`src/rtl/mandel_pkg.sv`:
```
// Shared definitions for the Mandelbrot pixel dispatch path.
//   X_SIZE_DEFAULT / Y_SIZE_DEFAULT : default frame geometry
//   X_W / Y_W                       : coordinate bus widths (up to 1024 x 512)
//   sched_state_t                   : frame scheduler states
package mandel_pkg;

    localparam int X_SIZE_DEFAULT = 640;
    localparam int Y_SIZE_DEFAULT = 480;
    localparam int X_W            = 10;
    localparam int Y_W            = 9;

    typedef enum logic [1:0] {
        ST_IDLE  = 2'd0,
        ST_RUN   = 2'd1,
        ST_DRAIN = 2'd2
    } sched_state_t;

endpackage

```
`src/rtl/raster_counter.sv`:
```
// Raster-order x/y position counter.
// Ports:
//   clk, rst_n : clock, asynchronous active-low reset
//   clear      : return to (0,0)
//   advance    : step to the next pixel (x wraps at X_SIZE-1 with y+1,
//                and the whole frame wraps back to (0,0) after the last pixel)
//   x, y       : current pixel position
//   first      : position is (0,0)
//   last_x     : position is the last pixel of a line
//   last       : position is the last pixel of the frame
module raster_counter
    import mandel_pkg::*;
#(
    parameter int X_SIZE = X_SIZE_DEFAULT,
    parameter int Y_SIZE = Y_SIZE_DEFAULT
) (
    input  logic           clk,
    input  logic           rst_n,
    input  logic           clear,
    input  logic           advance,
    output logic [X_W-1:0] x,
    output logic [Y_W-1:0] y,
    output logic           first,
    output logic           last_x,
    output logic           last
);

    assign first  = (x == '0) && (y == '0);
    assign last_x = (x == X_W'(X_SIZE - 1));
    assign last   = last_x && (y == Y_W'(Y_SIZE - 1));

    always_ff @(posedge clk or negedge rst_n) begin
        if (!rst_n) begin
            x <= '0;
            y <= '0;
        end else if (clear) begin
            x <= '0;
            y <= '0;
        end else if (advance) begin
            if (last_x) begin
                x <= '0;
                y <= last ? '0 : y + 1'b1;
            end else begin
                x <= x + 1'b1;
            end
        end
    end

endmodule

```
`src/rtl/pixel_dispatch_scheduler.sv`:
```
// Frame scheduler that hands pixel jobs to NUM_CORES Mandelbrot iteration
// cores round-robin in raster order and re-serialises their results into a
// raster-ordered output stream.
// Ports:
//   out_stream_aclk, periph_resetn : clock, asynchronous active-low reset
//   start                          : single-cycle frame start (ignored unless idle)
//   busy, frame_done               : frame in progress, end-of-frame pulse
//   core_req_valid/ready           : per-core job handshake
//   core_req_x/y                   : shared job coordinate bus
//   core_rsp_valid/ready/iter      : per-core result handshake, core i at slice i
//   out_valid/ready/iter/x/y/sof/eol : raster-ordered result stream
module pixel_dispatch_scheduler
    import mandel_pkg::*;
#(
    parameter int NUM_CORES = 4,
    parameter int X_SIZE    = X_SIZE_DEFAULT,
    parameter int Y_SIZE    = Y_SIZE_DEFAULT,
    parameter int ITER_W    = 8
) (
    input  logic                        out_stream_aclk,
    input  logic                        periph_resetn,
    input  logic                        start,
    output logic                        busy,
    output logic                        frame_done,
    output logic [NUM_CORES-1:0]        core_req_valid,
    input  logic [NUM_CORES-1:0]        core_req_ready,
    output logic [X_W-1:0]              core_req_x,
    output logic [Y_W-1:0]              core_req_y,
    input  logic [NUM_CORES-1:0]        core_rsp_valid,
    output logic [NUM_CORES-1:0]        core_rsp_ready,
    input  logic [NUM_CORES*ITER_W-1:0] core_rsp_iter,
    output logic                        out_valid,
    input  logic                        out_ready,
    output logic [ITER_W-1:0]           out_iter,
    output logic [X_W-1:0]              out_x,
    output logic [Y_W-1:0]              out_y,
    output logic                        out_sof,
    output logic                        out_eol
);

    localparam int                CORE_W    = (NUM_CORES > 1) ? $clog2(NUM_CORES) : 1;
    localparam logic [CORE_W-1:0] LAST_CORE = CORE_W'(NUM_CORES - 1);

    sched_state_t          state;
    logic [NUM_CORES-1:0]  pending;
    logic [CORE_W-1:0]     iss_core;
    logic [CORE_W-1:0]     col_core;
    logic [NUM_CORES-1:0]  iss_onehot;
    logic [NUM_CORES-1:0]  col_onehot;
    logic                  iss_pending;
    logic                  col_pending;
    logic                  out_space;
    logic                  iss_fire;
    logic                  col_fire;
    logic                  out_take;
    logic                  frame_start;
    logic                  out_last;
    logic [ITER_W-1:0]     rsp_iter_sel;

    logic [X_W-1:0]        iss_x;
    logic [Y_W-1:0]        iss_y;
    logic                  iss_first;
    logic                  iss_last_x;
    logic                  iss_last;
    logic [X_W-1:0]        col_x;
    logic [Y_W-1:0]        col_y;
    logic                  col_first;
    logic                  col_last_x;
    logic                  col_last;
    logic                  unused_iss_flags;

    assign unused_iss_flags = &{1'b0, iss_first, iss_last_x};

    raster_counter #(
        .X_SIZE (X_SIZE),
        .Y_SIZE (Y_SIZE)
    ) u_issue_cnt (
        .clk     (out_stream_aclk),
        .rst_n   (periph_resetn),
        .clear   (frame_start),
        .advance (iss_fire),
        .x       (iss_x),
        .y       (iss_y),
        .first   (iss_first),
        .last_x  (iss_last_x),
        .last    (iss_last)
    );

    raster_counter #(
        .X_SIZE (X_SIZE),
        .Y_SIZE (Y_SIZE)
    ) u_collect_cnt (
        .clk     (out_stream_aclk),
        .rst_n   (periph_resetn),
        .clear   (frame_start),
        .advance (col_fire),
        .x       (col_x),
        .y       (col_y),
        .first   (col_first),
        .last_x  (col_last_x),
        .last    (col_last)
    );

    assign frame_start = (state == ST_IDLE) && start;
    assign busy        = (state != ST_IDLE);

    assign iss_onehot  = NUM_CORES'(1) << iss_core;
    assign col_onehot  = NUM_CORES'(1) << col_core;
    assign iss_pending = |(pending & iss_onehot);
    assign col_pending = |(pending & col_onehot);

    // Issue side: pending is the registered copy, so a core whose result is
    // collected this cycle only becomes eligible for a new job next cycle.
    assign core_req_valid = ((state == ST_RUN) && !iss_pending) ? iss_onehot : '0;
    assign core_req_x     = iss_x;
    assign core_req_y     = iss_y;
    assign iss_fire       = |(core_req_valid & core_req_ready);

    // Collect side: only the core owning the next raster pixel is served;
    // results from other cores wait in their own output registers.
    assign out_space      = !out_valid || out_ready;
    assign core_rsp_ready = (col_pending && out_space) ? col_onehot : '0;
    assign col_fire       = |(core_rsp_ready & core_rsp_valid);
    assign out_take       = out_valid && out_ready;

    always_comb begin
        rsp_iter_sel = '0;
        for (int i = 0; i < NUM_CORES; i++) begin
            if (col_core == CORE_W'(i)) begin
                rsp_iter_sel = core_rsp_iter[i*ITER_W +: ITER_W];
            end
        end
    end

    always_ff @(posedge out_stream_aclk or negedge periph_resetn) begin
        if (!periph_resetn) begin
            state      <= ST_IDLE;
            frame_done <= 1'b0;
        end else begin
            frame_done <= 1'b0;
            case (state)
                ST_IDLE: begin
                    if (start) begin
                        state <= ST_RUN;
                    end
                end
                ST_RUN: begin
                    if (iss_fire && iss_last) begin
                        state <= ST_DRAIN;
                    end
                end
                ST_DRAIN: begin
                    if (out_take && out_last) begin
                        state      <= ST_IDLE;
                        frame_done <= 1'b1;
                    end
                end
                default: state <= ST_IDLE;
            endcase
        end
    end

    // Set and clear can never target the same core in one cycle: issue needs
    // the bit low, collect needs it high.
    always_ff @(posedge out_stream_aclk or negedge periph_resetn) begin
        if (!periph_resetn) begin
            pending  <= '0;
            iss_core <= '0;
            col_core <= '0;
        end else begin
            pending <= (pending | (iss_fire ? iss_onehot : '0))
                       & ~(col_fire ? col_onehot : '0);
            if (frame_start) begin
                iss_core <= '0;
            end else if (iss_fire) begin
                iss_core <= (iss_core == LAST_CORE) ? '0 : iss_core + 1'b1;
            end
            if (frame_start) begin
                col_core <= '0;
            end else if (col_fire) begin
                col_core <= (col_core == LAST_CORE) ? '0 : col_core + 1'b1;
            end
        end
    end

    // Output register: a collect refills it in the same cycle it drains, so a
    // steady stream moves one pixel per clock.
    always_ff @(posedge out_stream_aclk or negedge periph_resetn) begin
        if (!periph_resetn) begin
            out_valid <= 1'b0;
            out_iter  <= '0;
            out_x     <= '0;
            out_y     <= '0;
            out_sof   <= 1'b0;
            out_eol   <= 1'b0;
            out_last  <= 1'b0;
        end else if (col_fire) begin
            out_valid <= 1'b1;
            out_iter  <= rsp_iter_sel;
            out_x     <= col_x;
            out_y     <= col_y;
            out_sof   <= col_first;
            out_eol   <= col_last_x;
            out_last  <= col_last;
        end else if (out_ready) begin
            out_valid <= 1'b0;
        end
    end

endmodule

```
`config.mk`:
```
export PLATFORM = sky130hd
export DESIGN_NAME = pixel_dispatch_scheduler
export DESIGN_NICKNAME = d
export VERILOG_FILES = /design/src/rtl/mandel_pkg.sv /design/src/rtl/raster_counter.sv /design/src/rtl/pixel_dispatch_scheduler.sv
export SDC_FILE = /design/constraint.sdc
export NUM_CORES = 1
export LEC_CHECK = 0
export CAP_MARGIN = 20
export CORE_ASPECT_RATIO = 2
export CORE_MARGIN = 2
export CORE_UTILIZATION = 35
export DETAILED_ROUTE_END_ITERATION = 6
export GPL_ROUTABILITY_DRIVEN = 0
export SYNTH_ARGS = -nofsm -noshare
export SYNTH_HDL_FRONTEND = slang
export SYNTH_SLANG_ARGS = --single-unit
```
`constraint.sdc`:
```
create_clock -name out_stream_aclk -period 4.75 [get_ports out_stream_aclk]
set_input_delay 0.475 -clock out_stream_aclk [delete_from_list [all_inputs] [get_ports out_stream_aclk]]
set_output_delay 0.475 -clock out_stream_aclk [all_outputs]
set_load 0.02 [all_outputs]
```
==> run_results.csv <==
group,metric,value,unit
clocking,ctsLongestPathBuffers,2,
floorplanning,die_w,81.6,um
placement,place_ws,1.58,ns
clocking,root_buffer,"clkbuf_16",
drt,dr_total_vias,3854,
logic_synthesis,synth_compound_area_frac,0.142,
timing,max_freq,307,MHz
placement,dp_cells,703,
power,power_density,471,mW/mm^2
timing,clock_skew,0.0109,ns
timing,hold_viol,0,
clocking,cts.sinks,80,
clocking,clk_latency,0.34,ns
logic_synthesis,synth_fa_ha_area_frac,0.0416,
worst_setup_path,r2r_cells,9,
logic_synthesis,synthMuxAreaShare,0.00475,
worst_setup_path,path_class,"register to output port",
job,maxCapViolCount,0,
clocking,ctsResizeCount,0,
power,p_leak,2.39,nW
logic_synthesis,yosysWarnings,0,
placement,dp_hpwl,9090,um
timing,drv_slew,0,
floorplanning,die_h,159,um
logic_synthesis,synth_area_per_cell,8.78,um^2
global_routing,antenna_found_initial,0,
worst_setup_path,crit_arrival,2.78,ns
logic_synthesis,synth-seq-area-share,0.475,
power,vdd_drop_max,0.000283,V
timing,whs,0.00383,ns
drt,routed_wl,12300,um
logic_synthesis,synth_top_family_by_area,"simple AND/OR/NAND/NOR gates",
worst_setup_path,crit_path_max_fanout,20,
clocking,cts_tree,"yes",
clocking,path_clk_slew,0.07,ns
clocking,numCtsBuffers,9,
drt,drtAntennaViolNets,0,
logic_synthesis,synth_xor_xnor_area_share,0.0229,
outcome,status,"finished clean",
logic_synthesis,syn_inst,480,
timing,min_period,3.25,ns
clocking,postCtsSetupBuffers,0,
logic_synthesis,synth_nets,538,
timing,slew_headroom,0.429,
global_routing,grt_pass1_wl,19600,um
power,p_total,2.66,mW
global_routing,grt_overflow,0,
worst_setup_path,reg2reg_slack,1.56,ns
finish,drive_gt1_frac,0.0452,
worst_hold_path,hold_path.class,"input pin to asynchronous set/reset pin",
floorplanning,io_pins,103,
worst_setup_path,r2r_start,"col_core[0]",
finish,syn_to_final_growth,33.8,%
logic_synthesis,ys.flop_type,"dfrtp_1",
drt,post_drt_wl_per_cell,17.0,um
finish,n_antenna_cell,0,
logic_synthesis,synth_enable_flop_cells,0,
finish,fillCellCount,1134,
clocking,htreeDepth,3,
timing,worstMarginPinSlew,0.854,ns
logic_synthesis,netlist.area_leader.share,0.475,
placement,place.port_buffers,102,
drt,drt-pass1-iter-count,4,
logic_synthesis,yosys-top-cells-count,"nand2_1 (93), dfrtp_1 (80), a21oi_1 (42)",
finish,fin_cells,720,
drt,drc_errors,0,
worst_setup_path,cp-start-kind,"register",
timing,period_share,0.685,
logic_synthesis,yosysMostFrequentCell,"nand2_1",
drt,drtIter0Drc,197,
timing,setup_viol,0,
floorplanning,start_util,0.358,
clocking,cts_hold_buffers,0,
logic_synthesis,synth_seq_cells,80,
logic_synthesis,async_reset_ff_frac,1.00,
global_routing,grt_max_degree,81,
global_routing,grt_pass1_vias,4027,
floorplanning,design.core.area,0.0118,mm^2
logic_synthesis,yosysUniqueCellTypes,48,
floorplanning,row_count,56,
logic_synthesis,synthTopCellsByArea,"dfrtp_1 (47%), nand2_1 (8.3%), a21oi_1 (5.0%), ha_1 (4.2%), o21ai_0 (3.3%)",
worst_setup_path,required,4.28,ns
timing,fin_tns_setup,0,ns
logic_synthesis,yosys.area_share.simple,0.276,
floorplanning,dieArea,0.0130,mm^2
drt,viasPerCell,5.35,
global_routing,grt_usage,0.197,
logic_synthesis,synth_top_area_cell,"dfrtp_1",
logic_synthesis,netlist_area,0.00422,mm^2
worst_setup_path,r2r_end,"u_collect_cnt.x[0]",
timing,rsz0062_at_grt,"false",
finish,layout.nets,628,
worst_setup_path,endpoint_kind,"output port",
timing,fin_ws,1.50,ns
[area by class of cell]
class | count | area, um^2 | area share
Inverter | 13 | 48.8 | 0.00865
Tap cell | 145 | 181 | 0.0322
Multi-Input combinational cell | 360 | 2060 | 0.365
Sequential cell | 80 | 2000 | 0.355
Clock inverter | 6 | 43.8 | 0.00776
Timing Repair Buffer | 106 | 1070 | 0.189
Clock buffer | 10 | 239 | 0.0424
[kinds of logic after synthesis]
kind of cell / Yosys count
AND/OR/NAND/NOR: 232
AO/OA/AOI/OAI: 101
flip-flops: 80
buffers and inverters: 40
adder cells (fa/ha/maj): 14
XOR/XNOR: 11
multiplexers: 2
[worst max path at each step]
stage,start,endpoint,depth (start not counted)
floorplan,iss_core[0],u_issue_cnt.y[5],8
global placement,col_core[0],u_collect_cnt.x[5],9
detailed placement,col_core[0],u_collect_cnt.x[3],9
CTS,col_core[0],core_rsp_ready[2],7
global route,col_core[0],u_collect_cnt.x[0],9
finish,col_core[0],core_rsp_ready[3],7
[where the power goes]
part / internal [mW] / switching (mW) / leakage, nW
Combinational: 0.435 / 0.662 / 1.17
Clock: 0.370 / 0.284 / 0.139
Sequential: 0.797 / 0.108 / 1.08
[stage by stage]
step | utilization | cell area [um^2]
after floorplan | - | 4220
after global placement | 0.453 | 5330
after detailed placement | 0.453 | 5330
after CTS | 0.477 | 5610
after global routing | 0.479 | 5640
final | 0.479 | 5640
[worst max-delay path, stage by stage, from the launching register on]
cell and delay (ns):
dfrtp_1 0.42, inv_1 0.10, ha_1 0.52, a22oi_1 0.19, a21boi_1 0.19, buf_4 0.20, and2_1 0.20, clkdlybuf4s50_1 0.64
[flip-flops by register name (all words and copies together) (netlist names)]
name,cells
u_collect_cnt.y,9
u_collect_cnt.x,10
u_issue_cnt.x,10
frame_done,1
out_y,9
iss_core,2
col_core,2
out_valid,1
out_iter,8
out_x,10
out_eol,1
out_sof,1
u_issue_cnt.y,9
out_last,1
state,2
pending,4
[per-layer routing]
metal | up-vias | part of all wire | global-route usage
li1 | 1867 | - | -
met1 | 1862 | 0.37 | 0.208
met2 | 93 | 0.55 | 0.350
met3 | 32 | 0.029 | 0.0289
met4 | 0 | 0.044 | 0.123
met5 | - | 0 | 0
[placed cells by master, fill, tap and decap left out, types with 6 or more instances in the layout]
master and count:
nor2b_1 12, nor3_1 13, xor2_1 7, dfrtp_1 80, nand2_1 93, inv_1 13
nand4_1 6, o21ai_0 28, a221oi_1 8, or4_1 7, a21oi_1 42, clkbuf_16 9
nand3_1 23, ha_1 14, nor2_1 24, a22oi_1 6, clkdlybuf4s50_1 101, or3_1 8
and2_1 11, and3_1 10
Note: power is estimated with default switching activity, not from simulation.
